`config.mk`:
```
export PLATFORM = sky130hd
export DESIGN_NAME = noc_link_channel_mux
export DESIGN_NICKNAME = d
export VERILOG_FILES = /design/src/rtl/noc_link_channel_mux.sv
export SDC_FILE = /design/constraint.sdc
export NUM_CORES = 1
export LEC_CHECK = 0
export BUFFER_PORTS_ARGS = -buffer_cell sky130_fd_sc_hd__buf_2
export CORE_AREA = 5 5 152 154
export CTS_BUF_LIST = sky130_fd_sc_hd__clkbuf_4 sky130_fd_sc_hd__clkbuf_8
export DETAILED_ROUTE_END_ITERATION = 12
export DIE_AREA = 0 0 157 159
export GPL_ROUTABILITY_DRIVEN = 1
export HOLD_SLACK_MARGIN = 0.06
export PLACE_DENSITY = 0.78
export SLEW_MARGIN = 20
export SYNTH_ARGS = -nofsm -noshare
export SYNTH_HDL_FRONTEND = slang
export SYNTH_SLANG_ARGS = --single-unit
```
`constraint.sdc`:
```
create_clock -name clk -period 6.6 [get_ports clk]
set_input_delay 0.66 -clock clk [delete_from_list [all_inputs] [get_ports clk]]
set_output_delay 0.66 -clock clk [all_outputs]
set_load 0.01 [all_outputs]
```
`src/rtl/noc_link_channel_mux.sv`:
```
// noc_link_channel_mux: per-channel flit FIFOs merged onto one link by packet-atomic round-robin.
// Define NOC_MUX_STATS_EN to add stat_clr_i / stat_pkt_cnt_o per-channel packet counters.
module noc_link_channel_mux #(
  parameter int FLIT_WIDTH = 32,
  parameter int CHANNELS = 2,
  parameter int DEPTH = 4,
  parameter int CNT_WIDTH = 16,
  localparam int AW = $clog2(DEPTH),
  localparam int CW = CHANNELS > 1 ? $clog2(CHANNELS) : 1
) (
  input  logic                           clk,
  input  logic                           rst_n,
  input  logic [CHANNELS*FLIT_WIDTH-1:0] in_flit_i,
  input  logic [CHANNELS-1:0]            in_last_i,
  input  logic [CHANNELS-1:0]            in_valid_i,
  output logic [CHANNELS-1:0]            in_ready_o,
  output logic [FLIT_WIDTH-1:0]          out_flit_o,
  output logic                           out_last_o,
  output logic                           out_valid_o,
  input  logic                           out_ready_i,
  output logic [CW-1:0]                  out_channel_o
`ifdef NOC_MUX_STATS_EN
  ,
  input  logic                           stat_clr_i,
  output logic [CHANNELS*CNT_WIDTH-1:0]  stat_pkt_cnt_o
`endif
);
  typedef enum logic {IDLE, XFER} state_t;
  state_t state_q;
  logic [CW-1:0] grant_q, grant_d, rr_q;
  logic [CHANNELS-1:0] empty;
  logic [FLIT_WIDTH:0] head [CHANNELS];
  logic [FLIT_WIDTH:0] hd;
  logic pop;
  for (genvar c = 0; c < CHANNELS; c++) begin : g_ch
    logic [AW:0] wptr_q, rptr_q;
    logic [FLIT_WIDTH:0] mem_q [DEPTH];
    logic wr;
    assign in_ready_o[c] = !((wptr_q[AW] != rptr_q[AW]) && (wptr_q[AW-1:0] == rptr_q[AW-1:0]));
    assign empty[c] = wptr_q == rptr_q;
    assign wr = in_valid_i[c] && in_ready_o[c];
    assign head[c] = mem_q[rptr_q[AW-1:0]];
    always_ff @(posedge clk or negedge rst_n)
      if (!rst_n) begin
        wptr_q <= '0;
        rptr_q <= '0;
      end else begin
        if (wr) wptr_q <= wptr_q + 1'b1;
        if (pop && grant_q == CW'(c)) rptr_q <= rptr_q + 1'b1;
      end
    always_ff @(posedge clk)
      if (wr) mem_q[wptr_q[AW-1:0]] <= {in_last_i[c], in_flit_i[c*FLIT_WIDTH +: FLIT_WIDTH]};
`ifdef NOC_MUX_STATS_EN
    logic [CNT_WIDTH-1:0] cnt_q;
    always_ff @(posedge clk or negedge rst_n)
      if (!rst_n) cnt_q <= '0;
      else if (stat_clr_i) cnt_q <= '0;
      else if (pop && out_last_o && grant_q == CW'(c)) cnt_q <= cnt_q + 1'b1;
    assign stat_pkt_cnt_o[c*CNT_WIDTH +: CNT_WIDTH] = cnt_q;
`endif
  end
  // Descending scan so the nearest non-empty channel after rr_q is the final assignment.
  always_comb begin
    grant_d = rr_q;
    for (int i = CHANNELS; i >= 1; i--)
      if (!empty[(int'(rr_q) + i) % CHANNELS]) grant_d = CW'((int'(rr_q) + i) % CHANNELS);
  end
  assign hd = head[grant_q];
  assign out_valid_o = state_q == XFER && !empty[grant_q];
  assign out_flit_o = out_valid_o ? hd[FLIT_WIDTH-1:0] : '0;
  assign out_last_o = out_valid_o && hd[FLIT_WIDTH];
  assign out_channel_o = grant_q;
  assign pop = out_valid_o && out_ready_i;
  always_ff @(posedge clk or negedge rst_n)
    if (!rst_n) begin
      state_q <= IDLE;
      grant_q <= '0;
      rr_q <= CW'(CHANNELS - 1);
    end else if (state_q == IDLE) begin
      if (!(&empty)) begin
        grant_q <= grant_d;
        state_q <= XFER;
      end
    end else if (pop && out_last_o) begin
      rr_q <= grant_q;
      state_q <= IDLE;
    end
endmodule
```
**Word-level counts from Yosys, hierarchy flattened**

Memories as Yosys holds them, arrays and structs flattened.
Cells that the tools add are included.

- Bits in registers: 15
- Bits in writable memories: 264
- Word-level logic and storage cells: 68
- Bits of input ports: 71
- Memories kept: 2

- Add/sub/neg operators: 6
- Reductions and logical operators: 16
- Order comparisons: 4
- Bitwise gates (word level): 6
- Multiplexer cells: 21
- Equality and inequality tests: 6

Memories:

| name | depth | width | rd ports | clocked after memory_dff | write ports | line | RTL |
|---|---|---|---|---|---|---|---|
| g_ch[0].mem_q | 4 | 33 | 1 | 0 | 1 | 37 | `logic [FLIT_WIDTH:0] mem_q [DEPTH];` |
| g_ch[1].mem_q | 4 | 33 | 1 | 0 | 1 | 37 |  |

Operator list:

| cell | number |
|---|---|
| 2-to-1 mux 33 bit | 3 |
| 2-to-1 mux 32 bit | 1 |
| 2-to-1 mux 1 bit | 17 |
| adder 3 x 1 -> 3 bit, second input constant | 4 |
| logical AND 1 bit | 10 |
| == test 3 bit | 2 |
| less-than comparator 2 x 3 -> 1 bit, second input constant | 2 |
| AND reduction 2 bit | 3 |
| == test 2 bit | 2 |
| zero test 1 bit | 3 |
| inverter 1 bit | 3 |
| adder 1 bit, second input constant | 2 |
| AND 1 bit, first input constant | 2 |
| greater-or-equal comparator 2 bit, second input constant | 1 |
| less-than comparator 1 x 2 -> 1 bit, second input constant | 1 |
| inequality test 1 bit | 2 |
| inverter 1 -> 2 bit | 1 |

**Logic depth before layout (Yosys ltp)**

- Depth in word-level cells: 9
- Gate-level depth with buffers: 6
- Depth with buffers taken out: 4

**Worst setup path before layout**

No wires, ideal clock.

- Path type: register to register
- Start: register g_ch[1].rptr_q[0]
- End: memory g_ch[1].mem_q[3][0] in the netlist's numbering, enable pin
- Setup slack: 4,225 ps
- Data required time: 6,205 ps
- Cell stages (with the launch flop): 5
- Library setup time: 395 ps
- Clock period less this slack: 2,375 ps
- Buffers on the path: 1
- Data arrival time: 1,980 ps
- Cell sequence: dfrtp_1 -> buf_6 -> xnor2_1 -> a31oi_1 -> and2_1

- Longest elaborated chain between the ends: 6

RTL lines:

| element | line | RTL |
|---|---|---|
| start, declared | 36 | `logic [AW:0] wptr_q, rptr_q;` |
| start signal, assigned | 49 | `if (pop && grant_q == CW'(c)) rptr_q <= rptr_q + 1'b1;` |
| == test 2 bit | 39 | `assign in_ready_o[c] = !((wptr_q[AW] != rptr_q[AW]) && (wptr_q[AW-1:0] == rptr_q[AW-1:0]));` |
| logical AND 1 bit | 39 |  |
| zero test 1 bit | 39 |  |
| logical AND 1 bit | 41 | `assign wr = in_valid_i[c] && in_ready_o[c];` |
| 2-to-1 mux 1 bit | 52 | `if (wr) mem_q[wptr_q[AW-1:0]] <= {in_last_i[c], in_flit_i[c*FLIT_WIDTH +: FLIT_WIDTH]};` |
| 2-to-1 mux 1 bit (not written as such) | 52 |  |
| end, declared | 37 |  |

Every way passes these cells.

**Final worst setup path**

- Start: register g_ch[0].rptr_q[1]
- End: output port out_flit_o[14]

- Longest elaborated chain between the ends: 6
- Elaborated cells between the ends (all ways): 10

RTL lines:

| element | line | RTL |
|---|---|---|
| start, declared | 36 |  |
| start signal, assigned | 49 |  |
| branches (longest 5 deep; another with memory read (4 x 33 bit)) | - |  |
| 2-to-1 mux 32 bit * | 70 | `assign out_flit_o = out_valid_o ? hd[FLIT_WIDTH-1:0] : '0;` |
| end, declared | 17 | `output logic [FLIT_WIDTH-1:0] out_flit_o,` |

Mark *: on every way between the ends. The select of a mux whose other input is x is not followed.

==> Implementation_results.wiki <==
{| class="wikitable"
! Metric !! Value
|-
| Post-CTS setup repair buffer count || 0
|-
| Sw Share || 0.326
|-
| Setup-violating endpoint count in the final report || 0
|-
| Placeable core region || 21600 um2
|-
| Site Rows || 54
|-
| Critical Path End Type || output port
|-
| Kind of start point of the critical path || register
|-
| Post-route setup slack || 2.88 ns
|-
| Peak clock frequency supported by timing || 269 MHz
|-
| DR pass1 iterations || 4
|-
| Final routed DRC violation total || 0
|-
| Internal Dissipation || 4.03 mW
|-
| Htree depth || 2
|-
| Critical-path maximum fanout || 36
|-
| Number of cells produced by synthesis || 506
|-
| Via count of the routed design || 5268
|-
| Pin count of the biggest net entering global routing || 43
|-
| Clock latency of the later-clocked register in the worst-skew pair || 0.53 ns
|-
| Slew Limit Headroom || 0.313
|-
| # port buffers || 107
|-
| First-pass GRT wire length || 32500 um
|-
| CP max-delay cell || dfrtp_2
|-
| Status || finished, final reports clean
|-
| Tmin final || 3.72 ns
|-
| Per-instance average area after synthesis || 21.6 um2
|-
| Highest cell delay on the worst timing path || 0.97 ns
|-
| GP Congestion || 0.790
|-
| Critical path origin || g_ch[0].rptr_q[1]
|-
| NetSw || 1.95 mW
|-
| Endpoint required time on the critical path || 5.94 ns
|-
| Fin nets || 719
|-
| Pwr per Cell Area || 476 nW/um2
|-
| Unrepaired setup endpoints after global routing || false
|-
| Arrival time at the worst endpoint || 3.06 ns
|-
| Layout fillers || 1528
|-
| Vias in the first global route || 5758
|-
| Routed Antenna Nets || 0
|-
| Ratio of cells with drive above 1 in the final layout || 0.392
|-
| Power share of the combinational group || 0.344
|-
| Pre-CTS WS || 3.15 ns
|-
| Global Route Usage Sum || 0.169
|-
| Number of nets in the synthesized netlist || 587
|-
| Critical Path, Cell by Cell || xnor2_2 -> nand3_1 -> o211ai_4 -> buf_16 -> nor2_1 -> buf_2
|-
| Synthesis-to-layout area growth || 14.8%
|-
| Synth warnings || 0
|-
| Worst flop-to-flop path startpoint || g_ch[1].rptr_q[1]
|-
| Flip-flop and latch count after synthesis || 279
|-
| Starting Density || 0.507
|-
| Number of antenna violations at the first check in global routing || 4
|-
| Launch instance of the worst min-delay path || in_flit_i[23]
|-
| Worst VDD drop || 183 uV
|-
| WL per Instance || 22.1 um
|-
| Part of the total power dissipated in sequential elements || 0.439
|-
| Clock tree from TritonCTS || built
|-
| Share of total power in the clock network || 0.217
|-
| Max_cap viols || 0
|-
| Number of library cell types mapped by synthesis || 32
|-
| Grt ovf || 0
|-
| Via-to-Cell Ratio || 5.55
|-
| Final hold viol count || 0
|-
| Die height || 159 um
|-
| Area enclosed by the die boundary || 25000 um2
|-
| Max Buffers Root-to-Sink || 3
|-
| Sum of negative setup slack || 0 ns
|-
| Sequential fraction of the synthesis area || 0.759
|-
| Share of the cycle needed by the critical path after routing || 0.563
|-
| Setup skew after layout || 0.0142 ns
|-
| Slew of the pin with the lowest slew margin || 1.03 ns
|-
| DRT Wirelength || 21000 um
|-
| CTS sink count || 279
|-
| Cell area after technology mapping || 10900 um2
|-
| Number of pins with negative max-slew slack in the final report || 0
|-
| Number of top-level design ports || 108
|-
| Leak Pwr || 4.37 nW
|-
| Critical path class || register to output port
|-
| Number of buffers inserted during clock tree synthesis || 42
|-
| Clock root buffer || clkbuf_8
|-
| Horizontal die dimension || 157 um
|-
| Detailed placement HPWL || 12800 um
|-
| Violation count after the first detailed-routing iteration || 358
|-
| Worst-path clk slew || 0.06 ns
|-
| Worst min-delay path category || primary input to register
|}
-- what timing repair did --
item,in CTS,in global routing
hold buffers,1,0
endpoints found under the hold margin,14,0
endpoints found under the setup margin,0,0
resized for setup,0,0
-- synth_stat cells (all sizes together) --
| library cell | instances | share of area |
|---|---|---|
| nor2 | 32 | 0.011 |
| a21oi | 1 | 0.00046 |
| dfstp | 1 | 0.0024 |
| nand4 | 2 | 0.0011 |
| nor2b | 1 | 0.00057 |
| o31a | 1 | 0.00080 |
| xor2 | 6 | 0.0048 |
| mux2 | 3 | 0.0031 |
| clkbuf | 7 | 0.0024 |
| buf | 17 | 0.0096 |
| nand2 | 5 | 0.0017 |
| edfxtp | 264 | 0.72 |
| a311oi | 1 | 0.0014 |
| o2111ai | 1 | 0.0014 |
| a31oi | 3 | 0.0017 |
| o21ai | 4 | 0.0018 |
| nor4b | 1 | 0.00080 |
| o211ai | 1 | 0.0011 |
| ha | 10 | 0.011 |
| and3 | 2 | 0.0011 |
| nand3 | 4 | 0.0018 |
| dfrtp | 14 | 0.032 |
| inv | 8 | 0.0027 |
| and2 | 9 | 0.0051 |
| xnor2 | 10 | 0.0094 |
| mux4 | 66 | 0.14 |
| mux2i | 32 | 0.029 |
-- power by group through the flow --
stage	Clock (mW)	Combinational [mW]	Sequential, mW
after detailed placement	0	2.06	2.66
final	1.30	2.05	2.62
after global placement	0	2.01	2.63
after global routing	1.41	2.23	2.66
after floorplan	0	1.50	2.52
after CTS	1.33	2.07	2.63
-- metrics by stage --
step           cells  cell area, um2  hold slack (ns)  total power, mW  utilization
2_1_floorplan    506           10900            0.364             4.03            -
3_3_place_gp     872           11700            0.459             4.63        0.545
3_5_place_dp     872           11700            0.477             4.72        0.545
4_1_cts          947           12500            0.314             6.02        0.581
5_1_grt          949           12600            0.309             6.30        0.582
6_report         950           12600            0.338             5.97        0.583
-- layout by cell type (no fill, tap or decap), types with 3 or more instances in the layout --
cell type,n
a31oi_1,3
and2_2,8
buf_2,107
buf_4,3
clkbuf_4,16
clkbuf_8,43
clkinv_1,11
clkinv_2,3
dfrtp_1,9
dfrtp_2,5
edfxtp_1,264
ha_1,10
inv_1,7
mux2i_1,32
mux4_2,66
nand2_1,5
nand3_1,4
nor2_1,32
o21ai_0,4
xnor2_1,8
xor2_1,6
-- sequential cells by signal, summed over array words and instances (netlist names) --
signal / count
rr_q: 1
state_q: 1
g_ch.wptr_q: 6
g_ch.mem_q: 264
out_channel_o: 1
g_ch.rptr_q: 6
-- path summary, 6_finish.rpt --
| kind | slack [ns] | cells after the start | to |
|---|---|---|---|
| max | 2.88 | 6 | out_flit_o[14] |
| max in group asynchronous | 5.72 | 2 | rr_q |
| min | 0.34 | 1 | g_ch[0].mem_q[2][23] |
| min in group asynchronous | 0.58 | 2 | g_ch[1].wptr_q[2] |
| min reg2reg | 0.48 | 2 | rr_q |
| max reg2reg | 3.40 | 3 | g_ch[1].mem_q[0][12] |
-- cell type report --
class                   instances  area (um2)  area share
diodes                          2        5.00    0.000399
multi-input cells             195        2490       0.198
clock buffers                  59         712      0.0567
inverters                       8        30.0     0.00239
flip-flops and latches        279        8310       0.662
clock inverters                15        63.8     0.00508
repair buffers                112         596      0.0474
well taps                     280         350      0.0279
-- metal layers --
| layer | track usage | wire length [um] | share of wire | up-vias |
|---|---|---|---|---|
| met2 | 0.282 | 11000 | 0.52 | 174 |
| met3 | 0.0432 | 1260 | 0.060 | 38 |
| met5 | 0 | 39 | 0.0019 | - |
| met4 | 0.0505 | 391 | 0.019 | 6 |
| met1 | 0.221 | 8330 | 0.40 | 2718 |
| li1 | - | - | - | 2332 |
-- worst max-delay path, delay by kind of cell (launching register included) --
family	cells	cell delay, ns
DFF	1	0.97
AOI/OAI and AO/OA	1	0.62
buffers and inverters	2	0.37
xor gates and xnor gates	1	0.25
and+or+nand+nor	2	0.30
-- kinds of logic after synthesis --
group,share of synthesized area
and+or+nand+nor,0.0233
xor gates and xnor gates,0.0142
AOI/OAI and AO/OA,0.00869
adders and majority gates,0.0114
muxes,0.168
DFF,0.759
buffers and inverters,0.0148
(Power assumes the default switching activity.)
